`config.mk`:
```
export PLATFORM = sky130hd
export DESIGN_NAME = max_subtract_stream
export DESIGN_NICKNAME = d
export VERILOG_FILES = /design/src/rtl/max_subtract_stream.sv
export SDC_FILE = /design/constraint.sdc
export NUM_CORES = 2
export LEC_CHECK = 0
export ABC_AREA = 1
export CAP_MARGIN = 30
export CORE_MARGIN = 2
export CORE_UTILIZATION = 64
export DETAILED_ROUTE_END_ITERATION = 10
export PLACE_DENSITY = 0.89
export SLEW_MARGIN = 20
export SYNTH_ARGS = -nofsm -noshare
export SYNTH_HDL_FRONTEND = slang
export SYNTH_SLANG_ARGS = --single-unit
```
`constraint.sdc`:
```
create_clock -name i_clk -period 6.2 [get_ports i_clk]
set_clock_uncertainty 0.05 [all_clocks]
set_input_delay 0.62 -clock i_clk [delete_from_list [all_inputs] [get_ports i_clk]]
set_output_delay 0.62 -clock i_clk [all_outputs]
set_load 0.01 [all_outputs]
```
`src/rtl/max_subtract_stream.sv`:
```
// Streaming max-subtraction stage: buffers a LEN-element vector, finds its maximum,
// then replays (x - max) rescaled to OUT_FRAC bits. Optional floor clamp: SUBMAX_CLAMP_EN.
module max_subtract_stream #(
    parameter int BIT_WIDTH = 16,
    parameter int N         = 8,
    parameter int LEN       = 32,
    parameter int IN_FRAC   = 14,
    parameter int OUT_FRAC  = 12,
    parameter int CLAMP_MIN = -12288
) (
    input  logic                          i_clk,
    input  logic                          i_rst_n,
    input  logic                          i_valid,
    output logic                          o_ready,
    input  logic [N-1:0][BIT_WIDTH-1:0]   i_data,
    output logic                          o_valid,
    input  logic                          i_ready,
    output logic [N-1:0][BIT_WIDTH-1:0]   o_data,
    output logic                          o_last,
    output logic [BIT_WIDTH-1:0]          o_max
);

    localparam int BEATS = LEN / N;
    localparam int CW    = (BEATS > 1) ? $clog2(BEATS) : 1;
    localparam int SHIFT = IN_FRAC - OUT_FRAC;
    localparam logic [CW-1:0] LAST_BEAT = CW'(BEATS - 1);
    localparam logic [CW-1:0] CNT_ZERO  = {CW{1'b0}};

    typedef enum logic [1:0] {
        COLLECT = 2'd0,
        RESOLVE = 2'd1,
        EMIT    = 2'd2
    } state_t;

    if ((LEN % N) != 0 || IN_FRAC < OUT_FRAC || CLAMP_MIN > 0 || (N & (N - 1)) != 0) begin : g_cfg_err
        $error("max_subtract_stream: invalid parameter set");
    end

    // Diff is always <= 0, so only the negative rail can saturate in practice.
    function automatic logic [BIT_WIDTH-1:0] sub_lane(input logic [BIT_WIDTH-1:0] x,
                                                       input logic [BIT_WIDTH-1:0] m);
        logic signed [BIT_WIDTH:0] diff;
        logic signed [BIT_WIDTH:0] shd;
        logic [BIT_WIDTH-1:0]      res;
        diff = $signed({x[BIT_WIDTH-1], x}) - $signed({m[BIT_WIDTH-1], m});
        shd  = diff >>> SHIFT;
        if (shd[BIT_WIDTH] != shd[BIT_WIDTH-1]) begin
            res = shd[BIT_WIDTH] ? {1'b1, {(BIT_WIDTH-1){1'b0}}} : {1'b0, {(BIT_WIDTH-1){1'b1}}};
        end else begin
            res = shd[BIT_WIDTH-1:0];
        end
`ifdef SUBMAX_CLAMP_EN
        if ($signed(res) < $signed(BIT_WIDTH'(CLAMP_MIN))) begin
            res = BIT_WIDTH'(CLAMP_MIN);
        end else begin
            res = res;
        end
`endif
        return res;
    endfunction

    state_t                                  r_state;
    state_t                                  w_state_nxt;
    logic [BEATS-1:0][N-1:0][BIT_WIDTH-1:0]  r_buf;
    logic [CW-1:0]                           r_beat_cnt;
    logic [CW-1:0]                           r_emit_cnt;
    logic                                    r_emit_done;
    logic                                    r_res_cnt;
    logic                                    r_bmax_vld;
    logic                                    r_bmax_first;
    logic signed [BIT_WIDTH-1:0]             r_beat_max;
    logic signed [BIT_WIDTH-1:0]             r_run_max;
    logic signed [BIT_WIDTH-1:0]             w_tree [2*N-1];
    logic [N-1:0][BIT_WIDTH-1:0]             w_lanes;
    logic                                    w_accept;
    logic                                    w_fire;
    logic                                    w_load;

    assign o_ready  = (r_state == COLLECT);
    assign o_max    = r_run_max;
    assign w_accept = i_valid && o_ready;
    assign w_fire   = o_valid && i_ready;
    assign w_load   = (r_state == EMIT) && !r_emit_done && (!o_valid || i_ready);

    // Lane-max tree in heap layout: leaves at N-1..2N-2, root at index 0.
    always_comb begin
        for (int i = 0; i < 2*N-1; i++) begin
            w_tree[i] = {BIT_WIDTH{1'b0}};
        end
        for (int l = 0; l < N; l++) begin
            w_tree[N-1+l] = i_data[l];
        end
        for (int i = N-2; i >= 0; i--) begin
            w_tree[i] = (w_tree[2*i+1] > w_tree[2*i+2]) ? w_tree[2*i+1] : w_tree[2*i+2];
        end
    end

    // Per-lane subtract/rescale of the buffered beat about to be emitted.
    always_comb begin
        for (int l = 0; l < N; l++) begin
            w_lanes[l] = sub_lane(r_buf[r_emit_cnt][l], r_run_max);
        end
    end

    // State register.
    always_ff @(posedge i_clk or negedge i_rst_n) begin
        if (!i_rst_n) begin
            r_state <= COLLECT;
        end else begin
            r_state <= w_state_nxt;
        end
    end

    // Next-state decode.
    always_comb begin
        w_state_nxt = r_state;
        case (r_state)
            COLLECT: begin
                if (w_accept && (r_beat_cnt == LAST_BEAT)) w_state_nxt = RESOLVE;
                else                                        w_state_nxt = r_state;
            end
            RESOLVE: begin
                if (r_res_cnt) w_state_nxt = EMIT;
                else           w_state_nxt = r_state;
            end
            EMIT: begin
                if (w_fire && o_last) w_state_nxt = COLLECT;
                else                  w_state_nxt = r_state;
            end
            default: w_state_nxt = COLLECT;
        endcase
    end

    // Collection side: buffer fill, per-beat max, running max one cycle behind.
    always_ff @(posedge i_clk or negedge i_rst_n) begin
        if (!i_rst_n) begin
            r_buf        <= {(BEATS*N*BIT_WIDTH){1'b0}};
            r_beat_cnt   <= CNT_ZERO;
            r_beat_max   <= {BIT_WIDTH{1'b0}};
            r_run_max    <= {BIT_WIDTH{1'b0}};
            r_bmax_vld   <= 1'b0;
            r_bmax_first <= 1'b0;
            r_res_cnt    <= 1'b0;
        end else begin
            r_bmax_vld   <= w_accept;
            r_bmax_first <= (r_beat_cnt == CNT_ZERO);
            r_res_cnt    <= (r_state == RESOLVE) ? ~r_res_cnt : 1'b0;
            if (w_accept) begin
                r_buf[r_beat_cnt] <= i_data;
                r_beat_max        <= w_tree[0];
                r_beat_cnt        <= (r_beat_cnt == LAST_BEAT) ? CNT_ZERO : r_beat_cnt + CW'(1);
            end
            if (r_bmax_vld) begin
                if (r_bmax_first || (r_beat_max > r_run_max)) r_run_max <= r_beat_max;
            end
        end
    end

    // Emit side: output register with hold under backpressure.
    always_ff @(posedge i_clk or negedge i_rst_n) begin
        if (!i_rst_n) begin
            o_valid     <= 1'b0;
            o_last      <= 1'b0;
            o_data      <= {(N*BIT_WIDTH){1'b0}};
            r_emit_cnt  <= CNT_ZERO;
            r_emit_done <= 1'b0;
        end else if (w_fire && o_last) begin
            o_valid     <= 1'b0;
            o_last      <= 1'b0;
            r_emit_cnt  <= CNT_ZERO;
            r_emit_done <= 1'b0;
        end else if (w_load) begin
            o_valid <= 1'b1;
            o_data  <= w_lanes;
            o_last  <= (r_emit_cnt == LAST_BEAT);
            if (r_emit_cnt == LAST_BEAT) r_emit_done <= 1'b1;
            else                         r_emit_cnt  <= r_emit_cnt + CW'(1);
        end else if (w_fire) begin
            o_valid <= 1'b0;
        end
    end

endmodule

```
==> impl_metrics.env <==
export IMPL_antenna_found_initial=6
export IMPL_syn_area_mm2=0.03706
export IMPL_fmax_ghz=0.1669
export IMPL_period_minus_slack_ns=5.992
export IMPL_clock_path_buffers=3
export IMPL_cpPeakStageDelay_ns=0.50
export IMPL_synth_area_per_cell_um2=7.926
export IMPL_crit_path_end_kind="register"
export IMPL_grt_total_usage_pct=40.61
export IMPL_fin_util_pct=79.13
export IMPL_synth_distinct_cells=52
export IMPL_yosysSeqAreaShare_pct=45.64
export IMPL_synth_seq_cells=676
export IMPL_final_cell_count_no_fill=5948
export IMPL_firstDrtPassIters=9
export IMPL_max_vdd_ir_drop_mv=0.3598
export IMPL_seq_area_mm2=0.01692
export IMPL_status="finished, final reports clean"
export IMPL_netlist_area_leader_share_pct=45.64
export IMPL_routed_wl_mm=124.7
export IMPL_final_antenna_net_count=0
export IMPL_p_leak_nw=22.76
export IMPL_maxSlewHeadroom_pct=36.12
export IMPL_ff2ff_setup_slack_ns=1.60
export IMPL_cp_slowest_cell="clkdlybuf4s50_1"
export IMPL_hold_ws_ns=0.001367
export IMPL_postSynth_asyncResetShare_pct=100.0
export IMPL_yosys_top_cells_area="dfrtp_1, o21ai_0, nand2_1"
export IMPL_core_area_mm2=0.05748
export IMPL_synth_edff_count=0
export IMPL_fin_crit_sh_pct=96.65
export IMPL_insertion_delay_ns=0.62
export IMPL_power_total_mw=22.11
export IMPL_cts_root_buf="clkbuf_16"
export IMPL_finalInstanceArea_mm2=0.04548
export IMPL_route_detailed_drc=0
export IMPL_cp_start_kind="input port"
export IMPL_finalSetupViolations=0
export IMPL_via_per_inst=6.269
export IMPL_worst_pin_slew_ns=0.9583
export IMPL_die_h_um=244.6
export IMPL_grt_max_degree=153
export IMPL_synth_warnings=0
export IMPL_hpwl_mm=79.60
export IMPL_final_nets=5508
export IMPL_gp_congestion=0.9544
export IMPL_cpMostUsedCell="nand2_1"
export IMPL_crit_arrival_ns=6.44
export IMPL_dp_cells=5802
export IMPL_synth_flop_cell="dfrtp_1"
export IMPL_dieArea_mm2=0.05985
export IMPL_cts_tree="done"
export IMPL_yosysTopAreaCell="dfrtp_1"
export IMPL_vias=37290
export IMPL_gr_total_overflow=0
export IMPL_port_buffers=278
export IMPL_cts_hold_buffers_added=0
export IMPL_drive_gt1_share_pct=11.10
export IMPL_clkSlewWorstSetupHoldPaths_ns=0.07
export IMPL_cts_buffers=72
export IMPL_cp_required_ns=6.65
export IMPL_report_final_slew_viol_count=0
export IMPL_min_path_type="input port to async pin"
export IMPL_syn_to_final_growth_pct=22.71
export IMPL_clock_sinks=676
export IMPL_critPathMaxFanout=8
export IMPL_syn_nets=5059
export IMPL_critPathKind="input port to register"
export IMPL_dieWidth_um=244.6
export IMPL_io_pins=279
export IMPL_htree_levels=3
export IMPL_placed_area_mm2=0.04263
export IMPL_grt_pass1_vias=35360
export IMPL_multi_input_area_mm2=0.01799
export IMPL_finalHoldViolations=0
export IMPL_rows=88
export IMPL_routedWlPerCell_um=20.97
export IMPL_synthCells=4676
export IMPL_fillers=3642
export IMPL_maxCapViolCount=0
export IMPL_p_per_area_mw_per_mm2=486.3
export IMPL_grt_pass1_wl_mm=190.5
export IMPL_drt_iter0_drc=4959
export IMPL_initial_core_util_pct=64.48
[path summary, 6_finish.rpt]
kind / start / end / depth (start not counted)
worst max-delay path: i_data[62] / r_beat_max[10]$_DFFE_PN0P_ / 36
worst min-delay path: i_rst_n / o_data[17]$_DFFE_PN0P_ / 1
worst max register to register: r_emit_cnt[0]$_DFFE_PN0P_ / o_data[94]$_DFFE_PN0P_ / 13
worst min register to register: r_res_cnt$_DFF_PN0_ / r_res_cnt$_DFF_PN0_ / 1
max in group asynchronous: i_rst_n / r_emit_cnt[1]$_DFFE_PN0P_ / 2
min in group i_clk: r_res_cnt$_DFF_PN0_ / r_res_cnt$_DFF_PN0_ / 1
[what timing repair did]
| action | CTS | global route |
|---|---|---|
| setup endpoints to repair | 0 | 16 |
| buffers inserted | 0 | 9 |
| gates resized for setup | 0 | 73 |
[cell usage after synthesis (8+ instances only)]
cell type / n
buf_1: 11
nand2_1: 1190
a21oi_1: 127
nor2_1: 347
o21bai_1: 22
nor3_1: 15
xnor2_1: 33
nand3_1: 115
or2_2: 16
buf_4: 10
o211ai_1: 13
o21ai_0: 916
nand4_1: 56
a31oi_1: 8
inv_2: 10
inv_1: 353
a211oi_1: 10
o21ai_1: 13
clkbuf_1: 226
and2_1: 16
ha_1: 251
dfrtp_1: 676
nand2_2: 17
xor2_1: 32
o22ai_1: 120
[routing by layer]
layer	GRT usage, %	part of all wire, %	vias to the layer above
met2	61.71	44	2610
met3	10.89	13	599
met4	24.30	6.8	6
met5	0	0.033	-
li1	-	-	16470
met1	52.41	36	17610
[critical path: cells and delay by family]
kind                       cells  cell delay [ns]
AOI/OAI and AO/OA              7             1.18
adders and majority gates      3             0.92
buffers and inverters          7             1.35
and+or+nand+nor               19             2.37
[cells in the final DEF (no fill, tap or decap), types with 32 or more instances in the layout]
cell	Yosys	layout
a21oi_1	127	123
buf_4	10	320
clkbuf_16	0	75
clkdlybuf4s50_1	0	268
dfrtp_1	676	674
ha_1	251	247
inv_1	353	351
nand2_1	1190	1180
nand3_1	115	113
nand4_1	56	56
nor2_1	347	342
o21ai_0	916	900
o22ai_1	120	120
xnor2_1	33	33
xor2_1	32	32
[report_power, final]
| group | switching (mW) | internal, mW |
|---|---|---|
| combinational | 6.59 | 4.04 |
| sequential | 0.982 | 6.05 |
| clock | 1.86 | 2.60 |
| total | 9.43 | 12.7 |
[cell type report]
cell class                 count  share of cell area (%)
multi-input combinational   3380                   39.57
sequential                   676                   37.21
timing repair buffer         630                   12.76
clock buffer                 106                   4.685
inverter                     365                   3.037
tap                          765                   2.105
clock inverter                23                  0.6108
antenna                        3                 0.01651
[registers in the layout, indices dropped and copies added (netlist names), 2 cells and up]
| register | count |
|---|---|
| o_data | 120 |
| r_beat_cnt | 2 |
| r_beat_max | 16 |
| o_max | 16 |
| r_buf | 512 |
| r_state | 2 |
| r_emit_cnt | 2 |
[cell families (layout without fill, tap and decap cells)]
logic type | after synthesis | in the layout | synth area share (%)
fa+ha+maj | 251 | 251 | 8.474
compound gates | 1261 | 1261 | 18.07
other cells | 0 | 3 | 0
flops | 676 | 676 | 45.64
xor+xnor | 65 | 65 | 1.536
buf+inv | 622 | 1124 | 6.492
simple gates | 1801 | 1803 | 19.78
[metrics by stage]
stage | setup slack, ns | TNS [ns]
3_5_place_dp | -0.3559 | -5.397
4_1_cts | 0.2033 | 0
3_3_place_gp | -0.2690 | -4.066
6_report | 0.2079 | 0
5_1_grt | -0.1288 | -1.611
2_1_floorplan | 0.2125 | 0
Power figures use the tool's default switching activity.
